==> src/rtl/arb_seq_gen_param.sv <==
// arb_seq_gen_param: keypad-driven SEQ_W-bit pattern editor and timed rotation sequencer
//   clk    in            system clock
//   rst    in            synchronous active-high reset
//   row    in  [3:0]     keypad rows, active-low
//   col    out [3:0]     keypad column drive, one-hot active-low
//   led    out [SEQ_W]   current display pattern
//   buzzer out           completion alarm, active-high
//   busy   out           high while running or paused
module arb_seq_gen_param #(
    parameter int SEQ_W       = 8,
    parameter int SCAN_CYCLES = 100000,
    parameter int DEB_FRAMES  = 3,
    parameter int STEP_CYCLES = 100000000,
    parameter int RUN_STEPS   = 8,
    parameter int BEEP_CYCLES = 0
) (
    input  logic             clk,
    input  logic             rst,
    input  logic [3:0]       row,
    output logic [3:0]       col,
    output logic [SEQ_W-1:0] led,
    output logic             buzzer,
    output logic             busy
);
    localparam int SCW = $clog2(SCAN_CYCLES + 1);
    localparam int DW  = $clog2(DEB_FRAMES + 1);
    localparam int TW  = $clog2(STEP_CYCLES + 1);
    localparam int SW  = $clog2(RUN_STEPS + 1);
    localparam int BW  = $clog2(BEEP_CYCLES + 2);
    localparam logic [1:0] IDLE = 2'd0, RUN = 2'd1, PAUSE = 2'd2, DONE = 2'd3;

    logic [SCW-1:0]   scan_q;
    logic [1:0]       cidx_q;
    logic [4:0]       fcode_q, fcode_d, last_q, stable_q, stable_d, scode;
    logic             fbad_q, fbad_d, ev_q;
    logic [DW-1:0]    deb_q, deb_d;
    logic [3:0]       low;
    logic [1:0]       rbit;
    logic             slot_end, frame_end, multi;

    logic [1:0]       st_q, st_d;
    logic [SEQ_W-1:0] led_q, led_d, edit_q, edit_d, rotl, rotr;
    logic             dir_q, dir_d, buz_q, buz_d, wrap, idle;
    logic [TW-1:0]    tmr_q, tmr_d;
    logic [SW-1:0]    step_q, step_d;
    logic [BW-1:0]    beep_q, beep_d;
    logic [4:0]       k;

    // Each frame merges four column samples; a second key or a multi-row sample poisons it.
    always_comb begin
        low       = ~row;
        slot_end  = scan_q == SCW'(SCAN_CYCLES - 1);
        frame_end = slot_end && cidx_q == 2'd3;
        multi     = (low & (low - 4'd1)) != 4'd0;
        rbit      = low[0] ? 2'd0 : low[1] ? 2'd1 : low[2] ? 2'd2 : 2'd3;
        scode     = low == 4'd0 ? 5'd0 : {1'b0, rbit, cidx_q} + 5'd1;
        fcode_d   = fcode_q != 5'd0 ? fcode_q : scode;
        fbad_d    = fbad_q || multi || (fcode_q != 5'd0 && scode != 5'd0);
        deb_d     = fbad_d ? '0 : fcode_d != last_q ? DW'(1) :
                    deb_q == DW'(DEB_FRAMES) ? deb_q : deb_q + DW'(1);
        stable_d  = frame_end && !fbad_d && deb_d == DW'(DEB_FRAMES) ? fcode_d : stable_q;
    end

    always_comb begin
        st_d   = st_q;
        led_d  = led_q;
        edit_d = edit_q;
        dir_d  = dir_q;
        tmr_d  = tmr_q;
        step_d = step_q;
        buz_d  = buz_q;
        beep_d = '0;
        k      = stable_q;
        idle   = st_q == IDLE || st_q == DONE;
        rotl   = (led_q << 1) | (led_q >> (SEQ_W - 1));
        rotr   = (led_q >> 1) | (led_q << (SEQ_W - 1));
        wrap   = st_q == RUN && tmr_q == TW'(STEP_CYCLES - 1);
        if (st_q == RUN) begin
            tmr_d = wrap ? '0 : tmr_q + TW'(1);
            if (wrap) begin
                led_d  = dir_q ? rotr : rotl;
                step_d = step_q + SW'(1);
                if (step_q + SW'(1) == SW'(RUN_STEPS)) begin
                    st_d  = DONE;
                    buz_d = 1'b1;
                end
            end
        end
        if (BEEP_CYCLES > 0 && buz_q) begin
            beep_d = beep_q + BW'(1);
            if (beep_q == BW'(BEEP_CYCLES - 1)) begin
                buz_d  = 1'b0;
                beep_d = '0;
            end
        end
        // Key actions are applied after the step so a same-cycle pause sees the advanced state.
        if (ev_q) begin
            if (k <= 5'(SEQ_W)) begin
                if (idle) edit_d = edit_q ^ (SEQ_W'(1) << (k - 5'd1));
            end else if (k == 5'd9) begin
                dir_d = !dir_q;
            end else if (k == 5'd10) begin
                st_d = st_d == RUN ? PAUSE : st_q == PAUSE ? RUN : st_d;
            end else if (k == 5'd13) begin
                buz_d  = 1'b0;
                beep_d = '0;
            end else if (k == 5'd14) begin
                if (idle) led_d = edit_q;
            end else if (k == 5'd15) begin
                edit_d = '0;
                led_d  = '0;
                buz_d  = 1'b0;
                beep_d = '0;
                dir_d  = 1'b0;
                step_d = '0;
                tmr_d  = '0;
                st_d   = IDLE;
            end else if (k == 5'd16 && idle) begin
                led_d  = edit_q;
                step_d = '0;
                tmr_d  = '0;
                buz_d  = 1'b0;
                beep_d = '0;
                st_d   = RUN;
            end
        end
    end

    always_ff @(posedge clk) begin
        if (rst) begin
            scan_q   <= '0;
            cidx_q   <= 2'd0;
            fcode_q  <= 5'd0;
            fbad_q   <= 1'b0;
            last_q   <= 5'd0;
            deb_q    <= '0;
            stable_q <= 5'd0;
            ev_q     <= 1'b0;
            st_q     <= IDLE;
            led_q    <= '0;
            edit_q   <= '0;
            dir_q    <= 1'b0;
            tmr_q    <= '0;
            step_q   <= '0;
            buz_q    <= 1'b0;
            beep_q   <= '0;
        end else begin
            scan_q <= slot_end ? '0 : scan_q + SCW'(1);
            if (slot_end) begin
                cidx_q  <= cidx_q + 2'd1;
                fcode_q <= frame_end ? 5'd0 : fcode_d;
                fbad_q  <= !frame_end && fbad_d;
            end
            if (frame_end) begin
                deb_q  <= deb_d;
                last_q <= fbad_d ? last_q : fcode_d;
            end
            stable_q <= stable_d;
            ev_q     <= stable_q == 5'd0 && stable_d != 5'd0;
            st_q     <= st_d;
            led_q    <= led_d;
            edit_q   <= edit_d;
            dir_q    <= dir_d;
            tmr_q    <= tmr_d;
            step_q   <= step_d;
            buz_q    <= buz_d;
            beep_q   <= beep_d;
        end
    end

    assign col    = ~(4'b0001 << cidx_q);
    assign led    = led_q;
    assign buzzer = buz_q;
    assign busy   = st_q == RUN || st_q == PAUSE;
endmodule

==> config.mk <==
export PLATFORM = sky130hd
export DESIGN_NAME = arb_seq_gen_param
export DESIGN_NICKNAME = d
export VERILOG_FILES = /design/src/rtl/arb_seq_gen_param.sv
export SDC_FILE = /design/constraint.sdc
export NUM_CORES = 1
export LEC_CHECK = 0
export ABC_CLOCK_PERIOD_IN_PS = 3600
export BUFFER_PORTS_ARGS = -buffer_cell sky130_fd_sc_hd__buf_4
export CORE_ASPECT_RATIO = 0.6
export CORE_MARGIN = 3
export CORE_UTILIZATION = 49
export CTS_BUF_LIST = sky130_fd_sc_hd__clkbuf_4 sky130_fd_sc_hd__clkbuf_8
export CTS_CLUSTER_SIZE = 14
export DETAILED_ROUTE_END_ITERATION = 7
export GPL_ROUTABILITY_DRIVEN = 0
export PLACE_DENSITY = 0.66
export SLEW_MARGIN = 10
export SYNTH_ARGS = -nofsm -noshare
export SYNTH_HDL_FRONTEND = slang
export SYNTH_SLANG_ARGS = --single-unit
==> constraint.sdc <==
create_clock -name clk -period 3.6 [get_ports clk]
set_input_delay 0.36 -clock clk [delete_from_list [all_inputs] [get_ports clk]]
set_output_delay 0.36 -clock clk [all_outputs]
set_load 0.02 [all_outputs]
# Word level (Yosys, flattened, before mapping)
# Index checks and enable logic that the tools add are counted.
[totals]
inputBits = 6
out_inout_bits = 14
wordCells = 165
reg_bits = 89
[classes]
bitwise_logic = 8
shifts = 2
add_sub_neg = 8
reduce_logical = 28
magnitude_cmp = 1
n_mux = 78
n_eq_ne = 25
[op_table]
columns = ["cell", "n"]
rows = [
  ["two-way mux 27 bit", 10],
  ["two-way mux 8 bit", 19],
  ["two-way mux 4 bit", 10],
  ["two-way mux 2 bit", 18],
  ["adder 27 x 1 -> 27 bit, second input constant", 1],
  ["== test 27 bit, second input constant", 1],
  ["== test 5 x 4 -> 1 bit, second input constant", 5],
  ["two-way mux 5 bit", 4],
  ["adder 17 x 1 -> 17 bit, second input constant", 1],
  ["== test 17 bit, second input constant", 1],
  ["two-way mux 1 bit", 17],
  ["inequality test 2 bit, second input constant", 8],
  ["nonzero test 5 bit", 3],
  ["== test 2 bit, second input constant", 5],
  ["logical AND 1 bit", 8],
  ["inverter 4 bit", 2],
  ["bitwise OR 7 x 8 -> 8 bit", 1],
  ["bitwise OR 8 x 1 -> 8 bit", 1],
  ["left shift 1 x 5 -> 8 bit, first input constant", 1],
  ["bitwise XOR 8 bit", 1],
  ["AND reduction 7 bit", 1],
  ["AND reduction 6 bit", 1],
  ["adder 4 x 1 -> 5 bit, second input constant", 1],
  ["== test 5 bit, second input constant", 1],
  ["other kinds (20)", 29],
]

# Logic depth before layout (Yosys ltp)
[logic_depth]
depth_word = 15
mapped_depth = 11
ltp_nobuf = 8

# Least setup slack after synthesis
# Ideal clock, no wire load.
[synth_path]
path_type = "reg2reg"
start = "register stable_q[0], in the netlist k[0]"
end = "register tmr_q[10]"
setup_ns = 0.117
stages_incl_launch_ff = 12
t_required_ns = 3.483
path_slack_ns = 0.958
synth_period_minus_slack_ns = 2.642
n_path_buf = 3
t_arrival_ns = 2.525
path_cell_list = "dfxtp_1 -> clkbuf_1 -> inv_1 -> ha_1 -> nor4bb_1 -> a21boi_0 -> a21oi_1 -> a21o_1 -> or2_2 -> clkbuf_1 -> buf_2 -> nor2_1"
[synth_via]
elab_chain_len = 10
word_cells_on_any_way = 16
classes_between = "1 x order compare; 6 x eq/ne; 8 x mux; 1 x reduce/logical"
[synth_rtl]
columns = ["item", "line", "rtl"]
rows = [
  ["start, declared", "34", "logic [4:0] fcode_q, fcode_d, last_q, stable_q, stable_d, scode;"],
  ["start signal, assigned", "158", "stable_q <= stable_d;"],
  ["== test 5 bit", "118", "end else if (k == 5'd16 && idle) begin"],
  ["logical AND 1 bit", "118", ""],
  ["two-way mux 27 bit", "118", ""],
  ["two-way mux 27 bit", "109", "end else if (k == 5'd15) begin"],
  ["two-way mux 27 bit", "107", "end else if (k == 5'd14) begin"],
  ["two-way mux 27 bit", "104", "end else if (k == 5'd13) begin"],
  ["two-way mux 27 bit", "102", "end else if (k == 5'd10) begin"],
  ["two-way mux 27 bit", "100", "end else if (k == 5'd9) begin"],
  ["two-way mux 27 bit (*)", "98", "if (k <= 5'(SEQ_W)) begin"],
  ["two-way mux 27 bit (*)", "97", "if (ev_q) begin"],
  ["end signal, assigned", "164", "tmr_q <= tmr_d;"],
  ["end, declared", "44", "logic [TW-1:0] tmr_q, tmr_d;"],
]
# Mark *: on every way between the ends. The rest lies on a longest branch, timed or not.
# A chain may end at the register's enable or synchronous reset.

# Worst setup path in the final report
[layout_path]
start = "register stable_q[0], in the netlist k[0]"
end = "register tmr_q[23]"
# Same word-level chain as after synthesis.

==> results.py <==
metrics = {
    "finish": {
        "n_antenna_cell": 0,
        "drive_gt1_frac": 0.08034,
        "syn_to_final_growth_pct": 8.665,
        "final_core_util": 0.5584,
        "nets": 605,
    },
    "run_status": {
        "status": "finished, final reports clean",
    },
    "place": {
        "portBuffers": 19,
        "place_hpwl_mm": 7.498,
        "post-place-ws_ns": 0.6728,
    },
    "timing": {
        "finalWorstSetupSlack_ns": 0.6522,
        "setup_viol": 0,
        "tightestPinTransition_ns": 0.9623,
        "final_max_slew_viol_count": 0,
        "hold_slack_ns": 0.3815,
        "finalCritPeriodShare": 0.8188,
        "final-hold-violation-count": 0,
        "slew_headroom": 0.3530,
        "skew_ns": 0.006188,
        "fmax_mhz": 339.2,
        "grt_setup_unrepaired": "no",
        "period_minus_slack_ns": 2.948,
        "tns_ns": 0,
    },
    "clock_tree": {
        "clk_pin_slew_ns": 0.08,
        "worst_skew_pair.late_latency_ns": 0.36,
        "tritoncts": "done",
        "cts_resized": 0,
        "clock_path_buffers": 2,
        "clock-root-buffer": "clkbuf_8",
        "cts_setup_buffers": 0,
        "cts-htree-levels": 3,
        "cts_made_buffers": 9,
        "clock_sinks": 89,
        "postCtsHoldBufs": 0,
    },
    "setup_path": {
        "critPathLaunch": "k[0]",
        "cp-endpoint": "tmr_q[23]",
        "cp_slowest_cell": "nor4bb_1",
        "start_kind": "flop",
        "crit_family": "simple AND/OR/NAND/NOR gates",
        "cp-end-kind": "flop",
        "reg2reg_from": "k[0]",
        "path_buf_inv": 1,
        "path_cells": "inv_1 > ha_1 > nor4bb_1 > a21boi_0 > a21oi_1 > a21o_1 > or2_2 > nor2_1",
        "crit_fanout": 24,
        "required_ns": 3.84,
        "path_depth": 8,
        "r2r_setup_slack_ns": 0.65,
        "crit_arrival_ns": 3.18,
        "rr_worst_depth": 8,
        "regToRegEndpoint": "tmr_q[23]",
        "path_class": "reg -> reg",
        "cp_slowest_stage_delay_ns": 0.61,
    },
    "grt": {
        "grt_max_degree": 31,
        "grt_util_all_layers": 0.1929,
        "antenna_found_initial": 0,
        "grt_pass1_wl_mm": 17.26,
        "grt_remaining_overflow": 0,
        "first_global_vias": 3641,
    },
    "power_and_ir_drop": {
        "ir_worst_vdd_mv": 0.1556,
        "p_leak_nw": 1.793,
        "finalPower_mw": 1.693,
        "power.density_mw_per_mm2": 324.1,
    },
    "detailed_routing": {
        "vias": 4023,
        "avgViaCountPerCell": 5.627,
        "drtAntennaViolNets": 0,
        "drt_pre_antenna_iters": 5,
        "drt-wirelength-per-cell_um": 14.30,
        "routed_wirelength_mm": 10.22,
        "drtIter0Drc": 206,
        "drc": 0,
    },
    "floorplan": {
        "core_mm2": 0.009358,
        "die_h_um": 82.73,
        "die-area_mm2": 0.01108,
        "start_util": 0.5138,
        "fp.dieW_um": 133.9,
        "fp-row-count": 27,
        "pin_count": 20,
    },
    "yosys": {
        "synth.most_common_cell": "dfxtp_1",
        "synth-simple-area-share": 0.2654,
        "yosys_warnings": 0,
        "netlist_area_mm2": 0.004808,
        "synth.ff_latch_count": 89,
        "yosys-top-cells-count": "dfxtp_1, nor2_1, nand2_1",
        "synth_compound_area_frac": 0.1444,
        "netlist.area_leader.share": 0.3705,
        "syn_nets": 593,
        "synthCells": 571,
        "syn_area_per_cell_um2": 8.421,
        "synthArstFlopShare": 0,
        "synth_area_leaders": "dfxtp_1, nor2_1, xnor2_1",
        "synth_mux_area_frac": 0.03851,
        "yosys.cell_types.count": 56,
        "synth_top_flop_cell": "dfxtp_1",
        "synth-seq-area-share": 0.3705,
        "synth-edff-count": 0,
        "yosys.area.top_type": "dfxtp_1",
        "yosys.area_share.adder": 0.04163,
        "synth_top_family_by_area": "simple AND/OR/NAND/NOR gates",
        "synth_xor_area_frac": 0.1038,
    },
    "hold_path": {
        "hold_path.class": "in -> reg",
    },
    "flow_run": {
        "maxCapViolCount": 0,
    },
}
worst reg2reg max path: cells and delay by family, from the launching register on:
family                   cells  cell delay (ns)
adder cells (fa/ha/maj)      1             0.29
flip-flops                   1             0.41
AND/OR/NAND/NOR              3             1.18
AO/OA/AOI/OAI                3             0.72
buffers and inverters        1             0.22
final cells by class:
cell class | instances | area, um^2
inverters | 22 | 82.58
multi-input cells | 439 | 2861
clock inverters | 4 | 47.55
well taps | 130 | 162.7
fillers | 879 | 4133
repair buffers | 22 | 165.2
flip-flops and latches | 89 | 1782
clock buffers | 9 | 123.9
worst min-delay path by stage:
stage          startpoint   endpoint  slack [ns]  depth (start not counted)
2_1_floorplan   scan_q[0]  scan_q[0]        0.42                          1
3_3_place_gp    scan_q[0]  scan_q[0]        0.43                          1
6_report              rst  scan_q[2]        0.38                          2
4_1_cts               rst  scan_q[2]        0.36                          2
3_5_place_dp    scan_q[0]  scan_q[0]        0.44                          1
5_1_grt               rst  last_q[3]        0.37                          2
metal layers:
metal  part of all wire  vias to the layer above  global-route usage  routed length, um
li1                   -                     2054                   -                  -
met1               0.54                     1872              0.2830               5569
met2               0.40                       88              0.2759               4128
met3              0.041                        9             0.05024                419
met4              0.010                        0             0.05852                104
met5                  0                        -                   0                  0
state kept, by name, summed over array words and instances (netlist names), 2 cells and up:
| signal | count |
|---|---|
| cidx_q | 2 |
| deb_q | 2 |
| edit_q | 8 |
| fcode_q | 5 |
| k | 5 |
| last_q | 5 |
| led | 8 |
| scan_q | 17 |
| st_q | 2 |
| step_q | 4 |
| tmr_q | 27 |
cell usage in the layout (no fill, tap or decap), types with 15 or more instances in the layout:
master,count
a21oi_1,26
buf_4,22
dfxtp_1,89
ha_1,16
inv_1,22
mux2i_1,17
nand2_1,42
nand3_1,20
nor2_1,83
nor3_1,18
nor4_1,15
xnor2_1,30
xor2_1,27
per-stage QoR:
| stage | area [um^2] | instances |
|---|---|---|
| 2_1_floorplan | 4808 | 571 |
| 3_3_place_gp | 5054 | 702 |
| 3_5_place_dp | 5054 | 702 |
| 4_1_cts | 5225 | 715 |
| 5_1_grt | 5225 | 715 |
| 6_report | 5225 | 715 |
cells by family (layout without fill, tap and decap cells):
logic type | Yosys count | count (layout)
xor+xnor | 57 | 57
simple gates | 252 | 252
flops | 89 | 89
compound gates | 96 | 96
buf+inv | 43 | 57
fa+ha+maj | 16 | 16
mux | 18 | 18
power by group:
part / leakage, nW / internal (mW) / switching (mW)
sequential: 0.717 / 0.986 / 0.00267
combinational: 0.989 / 0.0171 / 0.0406
clock: 0.0868 / 0.307 / 0.340
(Power assumes the default switching activity.)
